--- config.mk ---
export PLATFORM = sky130hd
export DESIGN_NAME = serial_adder
export DESIGN_NICKNAME = d
export VERILOG_FILES = /design/src/rtl/serial_adder_pkg.sv /design/src/rtl/full_adder.sv /design/src/rtl/serial_adder.sv
export SDC_FILE = /design/constraint.sdc
export NUM_CORES = 1
export LEC_CHECK = 0
export ABC_AREA = 0
export BUFFER_PORTS_ARGS = -buffer_cell sky130_fd_sc_hd__buf_2
export CORE_ASPECT_RATIO = 0.6
export CORE_MARGIN = 2
export CORE_UTILIZATION = 40
export CTS_CLUSTER_SIZE = 24
export DETAILED_ROUTE_END_ITERATION = 8
export SLEW_MARGIN = 20
export SYNTH_ARGS = -nofsm -noshare
export SYNTH_HDL_FRONTEND = slang
export SYNTH_SLANG_ARGS = --single-unit
--- constraint.sdc ---
create_clock -name clk -period 3.4 [get_ports clk]
set_input_delay 0.17 -clock clk [delete_from_list [all_inputs] [get_ports clk]]
set_output_delay 0.17 -clock clk [all_outputs]
set_load 0.02 [all_outputs]
--- src/rtl/serial_adder_pkg.sv ---
// Shared types and helpers for the bit-serial adder.
// Pulled in by serial_adder; the FSM state encoding lives here.
package serial_adder_pkg;

    typedef enum logic [1:0] {
        IDLE = 2'd0,
        RUN  = 2'd1,
        DONE = 2'd2
    } state_e;

    // Counter must hold 0..WIDTH-1 with headroom for the terminal compare.
    function automatic int cnt_width(input int w);
        return $clog2(w + 1);
    endfunction

endpackage

--- src/rtl/full_adder.sv ---
// Single-bit full adder cell: s = x ^ y ^ z, c = majority(x, y, z).
module full_adder (
    input  logic x,
    input  logic y,
    input  logic z,
    output logic s,
    output logic c
);

    assign s = x ^ y ^ z;
    assign c = (x & y) | (x & z) | (y & z);

endmodule

--- src/rtl/serial_adder.sv ---
// Bit-serial WIDTH-bit adder around one full_adder cell, LSB first.
// Optional macro SERIAL_ADDER_SUB_EN adds a 'sub' port for a - b.
//
// state | meaning
// IDLE  | waiting for start; sum/cout hold last result
// RUN   | one operand bit per cycle through full_adder
// DONE  | one-cycle result-valid pulse; start here is accepted back-to-back
module serial_adder
    import serial_adder_pkg::*;
#(
    parameter int WIDTH = 8
) (
    input  logic             clk,
    input  logic             rst_n,
    input  logic             start,
    input  logic [WIDTH-1:0] a,
    input  logic [WIDTH-1:0] b,
    input  logic             cin,
`ifdef SERIAL_ADDER_SUB_EN
    input  logic             sub,
`endif
    output logic             busy,
    output logic             done,
    output logic [WIDTH-1:0] sum,
    output logic             cout
);

    localparam int CNT_W = cnt_width(WIDTH);
    localparam logic [CNT_W-1:0] LAST_BIT = CNT_W'(WIDTH - 1);

    state_e           state_q, state_d;
    logic [WIDTH-1:0] a_sh_q, a_sh_d;
    logic [WIDTH-1:0] b_sh_q, b_sh_d;
    logic [WIDTH-1:0] sum_q, sum_d;
    logic [CNT_W-1:0] cnt_q, cnt_d;
    logic             carry_q, carry_d;
    logic             cout_q, cout_d;

    logic             fa_s;
    logic             fa_c;
    logic [WIDTH-1:0] b_load;
    logic             carry_load;

    full_adder u_full_adder (
        .x (a_sh_q[0]),
        .y (b_sh_q[0]),
        .z (carry_q),
        .s (fa_s),
        .c (fa_c)
    );

`ifdef SERIAL_ADDER_SUB_EN
    // Two's-complement subtract: invert b and force the carry-in.
    assign b_load     = sub ? ~b : b;
    assign carry_load = sub ? 1'b1 : cin;
`else
    assign b_load     = b;
    assign carry_load = cin;
`endif

    always_comb begin
        state_d = state_q;
        a_sh_d  = a_sh_q;
        b_sh_d  = b_sh_q;
        sum_d   = sum_q;
        cnt_d   = cnt_q;
        carry_d = carry_q;
        cout_d  = cout_q;
        case (state_q)
            IDLE, DONE: begin
                if (start) begin
                    a_sh_d  = a;
                    b_sh_d  = b_load;
                    carry_d = carry_load;
                    cnt_d   = '0;
                    sum_d   = '0;
                    state_d = RUN;
                end else begin
                    state_d = IDLE;
                end
            end
            RUN: begin
                sum_d   = {fa_s, sum_q[WIDTH-1:1]};
                carry_d = fa_c;
                a_sh_d  = {1'b0, a_sh_q[WIDTH-1:1]};
                b_sh_d  = {1'b0, b_sh_q[WIDTH-1:1]};
                cnt_d   = cnt_q + CNT_W'(1);
                if (cnt_q == LAST_BIT) begin
                    cout_d  = fa_c;
                    state_d = DONE;
                end
            end
            default: state_d = IDLE;
        endcase
    end

    always_ff @(posedge clk or negedge rst_n) begin
        if (!rst_n) begin
            state_q <= IDLE;
            a_sh_q  <= '0;
            b_sh_q  <= '0;
            sum_q   <= '0;
            cnt_q   <= '0;
            carry_q <= 1'b0;
            cout_q  <= 1'b0;
        end else begin
            state_q <= state_d;
            a_sh_q  <= a_sh_d;
            b_sh_q  <= b_sh_d;
            sum_q   <= sum_d;
            cnt_q   <= cnt_d;
            carry_q <= carry_d;
            cout_q  <= cout_d;
        end
    end

    assign busy = (state_q == RUN);
    assign done = (state_q == DONE);
    assign sum  = sum_q;
    assign cout = cout_q;

endmodule
==> metrics.yaml, run 1 <==
final_layout:
  final_area_mm2: 0.00160
  multi_input_area_um2: 482
  area_growth_pct: 17.4
  seqCellArea_um2: 801
  antenna_cells: 0
  fin_cells: 193
  n_fill_cell: 308
  final_util_pct: 49.1
  drive_gt1_share_pct: 25.7
  nets: 172
setup_path:
  crit_path_end_kind: "output pin"
  cp.arrival_ps: 1840
  cpMaxStageDelayCell: "nand2b_1"
  cp_cell_sequence: "nand2b_1, inv_2, buf_4, buf_2"
  start_kind: "flip-flop"
  critPathRequiredTime_ps: 3230
  cp_max_fo: 29
  cpPeakStageDelay_ps: 490
  r2r_cells: 4
  critical_path_class: "reg -> out"
floorplanning:
  dieArea_mm2: 0.00391
  core_area_mm2: 0.00326
  dieWidth_um: 79.4
  row_count: 16
  die_height_um: 49.2
  io_pins: 31
  start_util_pct: 41.8
pwr:
  total_leakage_power_nw: 0.806
  switching_power_uw: 605
  power_mw: 1.55
  p_comb_share_pct: 41.7
  p_sw_share_pct: 39.0
  peakVddDrop_mv: 0.370
  p_seq_share_pct: 42.1
  internal_power_uw: 945
  clockPowerShare_pct: 16.2
  powerDensity_mw_per_mm2: 968
logic_synthesis:
  synth_flop_cell: "dfrtp_1"
  synthCells: 119
  syn_area_mm2: 0.00136
  synthTopCellsByArea: "dfrtp_1 (59%), a22o_1 (7.1%), a22oi_1 (6.6%)"
  synth_enable_flop_cells: 0
  yosysTopAreaCellShare_pct: 58.7
  ys_top_cells_by_count: "dfrtp_1 (32), nand2_1 (15), a22oi_1 (12), nand3_1 (12), a22o_1 (11)"
  yosys.cell_types.count: 23
  syn_nets: 141
  ys_seq_area_share_pct: 58.7
  synth.most_common_cell: "dfrtp_1"
  yosys_warnings: 0
  synth_area_leader_cell: "dfrtp_1"
  ys_seq_elements: 32
  syn_area_per_cell_um2: 11.5
  async_flop_share_pct: 100
sta:
  report.final.slew_viol_count: 0
  setup_tns_ps: 0
  worstMarginPinSlew_ps: 794
  skew_ps: 2.66
  setup_viol: 0
  fin_ws_ps: 1390
  period_minus_slack_ps: 2010
  rsz0062_at_grt: "no"
  slew_headroom_pct: 46.9
  fmax_mhz: 497
  hold_ws_ps: 110
  fin_crit_sh_pct: 59.2
  hold_violations: 0
placement:
  place_area_mm2: 0.00152
  port-buffer-count: 30
  pre_cts_ws_ps: 1450
  globalplace.congestion: 0.740
  place_inst: 187
global_routing:
  grt_pass1_vias: 1046
  use_met2_pct: 22.9
  grt_start_max_net_pins: 33
  grt-ovfl-total: 0
  grt_use_met3_pct: 5.93
  antenna_found_initial: 0
  grt_use_total_pct: 16.2
  grt_first_pass_wirelength_um: 4820
  use_met1_pct: 22.5
  grt-busiest-layer: "met2"
clocking:
  htreeDepth: 2
  cts_tree: "yes"
  cts_buffer_depth: 2
  clk_pin_slew_worst_paths_ps: 60
  clock_latency_ps: 280
  clock-sinks: 32
  post-cts-setup-buffer-count: 0
  numCtsBuffers: 5
  cts_resized: 0
  cts_root_buf: "clkbuf_8"
flow_run:
  maxCapViolCount: 0
drt:
  via_per_inst: 5.31
  first_iter_violations: 55
  drtAntennaViolNets: 0
  wirelength_um: 2810
  vias: 1024
  drc_errors: 0
  first_pass_iters: 4
  wl_per_cell_um: 14.5
min_path:
  hold_depth: 3
  worst_hold_path_type: "in -> reg"
status:
  status: "completed"
layout by cell type, fill, tap and decap left out:
cell and instances:
fa_1 1, nor2_1 3, nand3_1 12, nor3_1 3
clkbuf_8 5, o21ai_0 1, xnor2_1 1, a22oi_1 12
nor2b_1 3, a221o_1 3, buf_2 30, nand2b_1 2
inv_2 1, dlygate4sd3_1 1, buf_4 2, a22o_1 11
nand2_1 15, dfrtp_1 32, ha_1 1, o2bb2ai_1 1
mux2i_1 3, inv_1 4, nand4_1 1
cell families (layout without fill, tap and decap cells):
| logic type | Yosys count | count (layout) | synth area share (%) |
|---|---|---|---|
| DFF | 32 | 32 | 58.7 |
| xor gates and xnor gates | 1 | 1 | 0.642 |
| and+or+nand+nor | 39 | 39 | 13.2 |
| adders and majority gates | 2 | 2 | 2.39 |
| buffers and inverters | 14 | 43 | 5.96 |
| muxes | 3 | 3 | 2.20 |
| AOI/OAI and AO/OA | 28 | 28 | 16.9 |
power groups by stage:
stage | Combinational, mW | Clock, mW | Sequential, mW
finish | 0.647 | 0.251 | 0.652
global route | 0.717 | 0.277 | 0.679
CTS | 0.652 | 0.263 | 0.652
detailed placement | 0.646 | 0 | 0.658
global placement | 0.636 | 0 | 0.653
floorplan | 0.462 | 0 | 0.696
what timing repair did:
item / 4_1_cts / 5_1_grt
hold buffers: 1 / 0
setup endpoints to repair: 0 / 0
endpoints found under the hold margin: 32 / 0
critical path, delay by kind of cell (launching register included):
kind | cells | cell delay (ps)
buffers and inverters | 3 | 710
and+or+nand+nor | 1 | 490
DFF | 1 | 360
cell type report:
class / count / share of cell area, %
clock buffers: 5 / 4.30
inverters: 5 / 1.17
multi-input cells: 73 / 30.1
flip-flops and latches: 32 / 50.0
well taps: 45 / 3.52
repair buffers: 33 / 10.9
registers in the layout, summed over array words and instances (netlist names):
| name | flops |
|---|---|
| carry_q | 1 |
| cnt_q | 4 |
| b_sh_q | 8 |
| sum | 8 |
| state_q | 2 |
| a_sh_q | 8 |
| cout | 1 |
worst paths after layout:
| path | start | end | slack [ps] |
|---|---|---|---|
| worst max-delay path | state_q[1] | busy | 1390 |
| worst min-delay path | a[6] | a_sh_q[6] | 110 |
| worst max register to register | state_q[0] | carry_q | 1420 |
| worst min register to register | b_sh_q[2] | b_sh_q[1] | 500 |
| max in group asynchronous | rst_n | b_sh_q[2] | 2480 |
| min in group asynchronous | rst_n | a_sh_q[0] | 470 |
metal layers:
| layer | part of all wire, % | wire length (µm) |
|---|---|---|
| met3 | 5.2 | 147 |
| met4 | 2.0 | 57 |
| met5 | 0 | 0 |
| met1 | 51 | 1440 |
| met2 | 42 | 1170 |
(Power assumes the default switching activity.)
==> inputs of run 2 (changes only) <==
- clock period: 3.4 -> 1.8 ns (I/O delays scaled with it)
==> metrics.yaml, run 2 (synthesized netlist as in run 1, its figures left out) <==
clocking:
  post-cts-setup-buffer-count: 0  # unchanged
  numCtsBuffers: 5  # unchanged
  cts_buffer_depth: 2  # unchanged
  clk_pin_slew_worst_paths_ps: 60  # about the same
  clock_latency_ps: 280  # about the same
  cts_resized: 0  # unchanged
  clock-sinks: 32  # unchanged
  cts_tree: "yes"
  cts_root_buf: "clkbuf_8"
  htreeDepth: 2  # unchanged
setup_path:
  crit_path_end_kind: "output pin"
  cp_max_fo: 11  # -62%
  critical_path_class: "reg -> out"
  cp.arrival_ps: 1400  # -440 ps
  start_kind: "flip-flop"
  critPathRequiredTime_ps: 1710  # -1520 ps
sta:
  rsz0062_at_grt: "no"
  fmax_mhz: 672
  fin_crit_sh_pct: 82.6
  worstMarginPinSlew_ps: 710  # -83.5 ps
  setup_viol: 0  # unchanged
  skew_ps: 4.81  # +2.15 ps
  report.final.slew_viol_count: 0  # unchanged
  setup_tns_ps: 0  # unchanged
  slew_headroom_pct: 52.6  # +5.8 points
  hold_violations: 0  # unchanged
  period_minus_slack_ps: 1490
floorplanning:
  io_pins: 31  # unchanged
  core_area_mm2: 0.00326  # unchanged
  die_height_um: 49.2  # unchanged
  row_count: 16  # unchanged
  dieArea_mm2: 0.00391  # unchanged
  dieWidth_um: 79.4  # unchanged
  start_util_pct: 41.8  # unchanged
global_routing:
  grt_start_max_net_pins: 33  # unchanged
  grt_use_met3_pct: 5.56  # -0.37 points
  grt_first_pass_wirelength_um: 4890  # +1.6%
  grt_use_total_pct: 16.9  # +0.71 points
  grt-ovfl-total: 0  # unchanged
  use_met1_pct: 24.4  # +1.9 points
  use_met2_pct: 23.0  # +0.14 points
  grt-busiest-layer: "met1"
  grt_pass1_vias: 989  # -5.4%
  antenna_found_initial: 0  # unchanged
drt:
  first_pass_iters: 4  # unchanged
  vias: 1028  # +0.39%
  wl_per_cell_um: 14.7  # +1.3%
  via_per_inst: 5.17  # -2.6%
  drtAntennaViolNets: 0  # unchanged
  first_iter_violations: 88  # +60%
  wirelength_um: 2930  # +4.5%
  drc_errors: 0  # unchanged
final_layout:
  final_cell_mix: "dfrtp_1 (32), buf_2 (30), nand2_1 (15), a22oi_1 (12), nand3_1 (12)"
  nets: 175  # +1.7%
  final_common_cell: "dfrtp_1"
  n_fill_cell: 306  # -0.65%
  fin_cells: 199  # +3.1%
  antenna_cells: 0  # unchanged
  final_area_mm2: 0.00165  # +2.7%
  drive_gt1_share_pct: 27.3  # +1.6 points
  area_growth_pct: 20.6
  final_util_pct: 50.4  # +1.3 points
pwr:
  internal_power_mw: 1.89  # +100%
  clockPowerShare_pct: 18.2  # +2.0 points
  powerDensity_mw_per_mm2: 1870  # +93%
  p_comb_share_pct: 41.7  # about the same
  power_mw: 3.08  # +98%
  p_seq_share_pct: 40.1  # -2.0 points
  switching_power_mw: 1.19  # +96%
  total_leakage_power_nw: 0.830  # +3.0%
  p_sw_share_pct: 38.5  # -0.52 points
  peakVddDrop_mv: 0.725  # +96%
placement:
  port-buffer-count: 30  # unchanged
  place_inst: 190  # +1.6%
  place_area_mm2: 0.00155  # +1.5%
  dp_hpwl_um: 1920
  globalplace.congestion: 0.729  # -1.4%
min_path:
  worst_hold_path_type: "in -> reg"
status:
  status: "completed"
flow_run:
  maxCapViolCount: 0  # unchanged
[run 2: cell count changes in the layout (fill, tap and decap cells not counted)]
cell,previous run,this run
buf_4,2,5
clkbuf_1,0,2
clkbuf_8,5,6
[run 2: stage by stage]
stage	setup WS (ps)	hold slack, ps
after floorplan	571	-206
after global placement	463	176
after detailed placement	447	186
after CTS	313	16.9
after global routing	223	19.0
final	313	24.1
[run 2: final timing paths]
kind                            start         to  depth (start not counted)  slack [ps]
max                        state_q[1]       busy                          4         310
max in group asynchronous       rst_n     sum[6]                          2         940
min in group asynchronous       rst_n   cnt_q[2]                          2         400
min                              b[3]  b_sh_q[3]                          3          20
min reg2reg                    sum[0]     sum[0]                          1         500
max reg2reg                state_q[1]    carry_q                          5         420
[run 2: critical path, stage by stage, from the launching register on]
cell and delay [ps]:
dfrtp_1 370, nand2b_1 170, inv_2 170, buf_4 220
buf_2 190
[run 2: layout make-up]
| class | count | area, µm² | area share [%] |
|---|---|---|---|
| well taps | 45 | 56.3 | 3.42 |
| multi-input cells | 73 | 482 | 29.3 |
| inverters | 5 | 18.8 | 1.14 |
| clock buffers | 8 | 90.1 | 5.48 |
| repair buffers | 36 | 198 | 12.0 |
| flip-flops and latches | 32 | 801 | 48.7 |
[run 2: timing repair]
action	in CTS	in global routing
hold endpoints to repair	32	0
endpoints found under the setup margin	0	0
hold buffers	1	0
[run 2: per-layer routing]
layer,routed length (µm),part of all wire (%),vias up
met5,0,0,-
met4,56,1.9,0
met3,128,4.4,7
met2,1250,43,23
met1,1490,51,505
li1,-,-,493
[run 2: power by group through the flow]
stage                     clock network (mW)  registers [mW]  logic [mW]
after floorplan                            0            1.31       0.873
after global placement                     0            1.23        1.25
after detailed placement                   0            1.24        1.27
after CTS                              0.573            1.23        1.29
after global routing                   0.611            1.28        1.42
final                                  0.561            1.24        1.28
==> inputs of run 3 (changes only) <==
- ABC_AREA: 0 -> 1
- clock period: 1.8 -> 1.4 ns (I/O delays scaled with it)
==> metrics.yaml, run 3 <==
clocking:
  cts_root_buf: "clkbuf_8"
  cts_buffer_depth: 2  # unchanged
  clock_latency_ps: 290  # about the same
  numCtsBuffers: 5  # unchanged
  post-cts-setup-buffer-count: 0  # unchanged
  clock-sinks: 32  # unchanged
  htreeDepth: 2  # unchanged
  cts_tree: "yes"
  clk_pin_slew_worst_paths_ps: 60  # about the same
global_routing:
  grt-ovfl-total: 0  # unchanged
  grt_first_pass_wirelength_um: 4900  # +0.14%
  antenna_found_initial: 0  # unchanged
  grt_pass1_vias: 1029  # +4.0%
  grt_use_total_pct: 16.4  # -0.51 points
  grt_start_max_net_pins: 33  # unchanged
placement:
  pre_cts_ws_ps: 240  # -206 ps
  place_area_mm2: 0.00170  # +9.9%
  place_inst: 266  # +40%
  dp_hpwl_um: 1910  # -0.59%
  globalplace.congestion: 0.759  # +4.1%
  port-buffer-count: 30  # unchanged
sta:
  fin_crit_sh_pct: 97.0
  hold_violations: 0  # unchanged
  setup_viol: 0  # unchanged
  period_minus_slack_ps: 1360
  skew_ps: 4.52  # -0.282 ps
  fmax_mhz: 737
  slew_headroom_pct: 73.3  # +21 points
  worstMarginPinSlew_ps: 400  # -310 ps
  report.final.slew_viol_count: 0  # unchanged
  fin_ws_ps: 42.4  # -270 ps
  hold_ws_ps: 53.7  # +29.6 ps
drt:
  first_pass_iters: 4  # unchanged
  drc_errors: 0  # unchanged
  drtAntennaViolNets: 0  # unchanged
  wl_per_cell_um: 10.5  # -29%
  via_per_inst: 4.23  # -18%
  vias: 1177  # +14%
  first_iter_violations: 40  # -55%
  wirelength_um: 2920  # -0.41%
floorplanning:
  io_pins: 31  # unchanged
  die_height_um: 51.1  # +3.7%
  core_area_mm2: 0.00359  # +10%
  row_count: 17  # +1
  start_util_pct: 41.1  # -0.72 points
  dieWidth_um: 82.4  # +3.8%
  dieArea_mm2: 0.00421  # +7.7%
final_layout:
  area_growth_pct: 25.3
  final_area_mm2: 0.00185  # +12%
  drive_gt1_share_pct: 22.1  # -5.2 points
  final_common_cell: "nand2_1"
  nets: 252  # +44%
  final_util_pct: 51.5  # +1.1 points
  fin_cells: 278  # +40%
  final_cell_mix: "nand2_1 (94), dfrtp_1 (32), inv_1 (31), buf_2 (30), o22ai_1 (8)"
  antenna_cells: 0  # unchanged
pwr:
  powerDensity_mw_per_mm2: 2270  # +21%
  clockPowerShare_pct: 17.3  # -0.9 points
  switching_power_mw: 1.72  # +45%
  total_leakage_power_nw: 1.08  # +31%
  p_seq_share_pct: 37.6  # -2.5 points
  p_sw_share_pct: 41.0  # +2.5 points
  internal_power_mw: 2.48  # +31%
  peakVddDrop_mv: 0.992  # +37%
  p_comb_share_pct: 45.1  # +3.4 points
setup_path:
  cpPeakStageDelay_ps: 410  # +40 ps
  cp_cell_sequence: "inv_1, nor2_4, buf_12, buf_2"
  cp_max_fo: 11  # unchanged
  cpMaxStageDelayCell: "dfrtp_1"
  start_kind: "flip-flop"
  crit_path_end_kind: "output pin"
  critPathRequiredTime_ps: 1330  # -380 ps
  critical_path_class: "reg -> out"
  cp.arrival_ps: 1290  # -110 ps
logic_synthesis:
  synth_enable_flop_cells: 0  # unchanged
  ys_seq_elements: 32  # unchanged
  synth_flop_cell: "dfrtp_1"
  syn_nets: 211  # +50%
  ys_top_cells_by_count: "nand2_1 (94), dfrtp_1 (32), inv_1 (31), o22ai_1 (8), nand3_1 (4)"
  synthCells: 189  # +59%
  yosys_warnings: 0  # unchanged
  ys_seq_area_share_pct: 54.2  # -4.5 points
  syn_area_per_cell_um2: 7.81  # -32%
  synthTopCellsByArea: "dfrtp_1 (54%), nand2_1 (24%), inv_1 (7.9%)"
  synth.most_common_cell: "nand2_1"
  async_flop_share_pct: 100  # unchanged
  synth_area_leader_cell: "dfrtp_1"
  syn_area_mm2: 0.00148  # +8.3%
  yosysTopAreaCellShare_pct: 54.2  # -4.5 points
  yosys.cell_types.count: 17  # -26%
min_path:
  worst_hold_path_type: "in -> reg"
flow_run:
  maxCapViolCount: 0  # unchanged
status:
  status: "completed"
[run 3: cell families after synthesis]
family	Yosys count	synth area share [%]
and+or+nand+nor	107	28.6
buffers and inverters	38	10.9
DFF	32	54.2
AOI/OAI and AO/OA	10	4.07
adders and majority gates	2	2.20
[run 3: worst paths after layout]
check / startpoint / depth (start not counted) / slack [ps] / endpoint
hold reg to reg: b_sh_q[7] / 2 / 470 / b_sh_q[7]
max in group asynchronous: rst_n / 3 / 780 / cnt_q[2]
setup reg to reg: state_q[0] / 6 / 220 / b_sh_q[3]
hold / removal: b[3] / 5 / 50 / b_sh_q[3]
setup / recovery: state_q[0] / 4 / 40 / busy
min in group asynchronous: rst_n / 3 / 330 / sum[6]
[run 3: power by group through the flow]
stage	combinational, mW	sequential, mW	clock (mW)
finish	1.90	1.58	0.728
global route	2.17	1.64	0.804
CTS	1.82	1.58	0.744
detailed placement	1.80	1.59	0
global placement	1.78	1.58	0
floorplan	1.17	1.69	0
[run 3: worst max-delay path, delay by kind of cell, from the launching register on]
family,cells,cell delay [ps]
buffers and inverters,3,420
DFF,1,410
and+or+nand+nor,1,170
[run 3: layout make-up]
| type | instances | area [µm²] |
|---|---|---|
| fillers | 351 | 1740 |
| flip-flops and latches | 32 | 801 |
| multi-input cells | 119 | 519 |
| repair buffers | 39 | 255 |
| inverters | 33 | 124 |
| clock buffers | 6 | 82.6 |
| well taps | 47 | 58.8 |
| clock inverters | 2 | 10.0 |
[run 3: per-layer routing]
layer  wire length (µm)  up-vias  global-route usage, %
met5                  0        -                      0
met4                 71        0                   10.0
met3                113        8                   5.30
met2               1150       19                   20.4
met1               1590      507                   24.1
li1                   -      643                      -
[run 3: timing repair]
action / CTS / global route
gates resized for setup: 0 / 1
hold buffers: 3 / 0
endpoints found under the hold margin: 34 / 0
endpoints found under the setup margin: 0 / 1
[run 3: per-stage QoR]
step / TNS [ps] / power, mW
2_1_floorplan: 0 / 2.86
3_5_place_dp: 0 / 3.40
5_1_grt: -9.57 / 4.61
3_3_place_gp: 0 / 3.36
6_report: 0 / 4.20
4_1_cts: 0 / 4.14
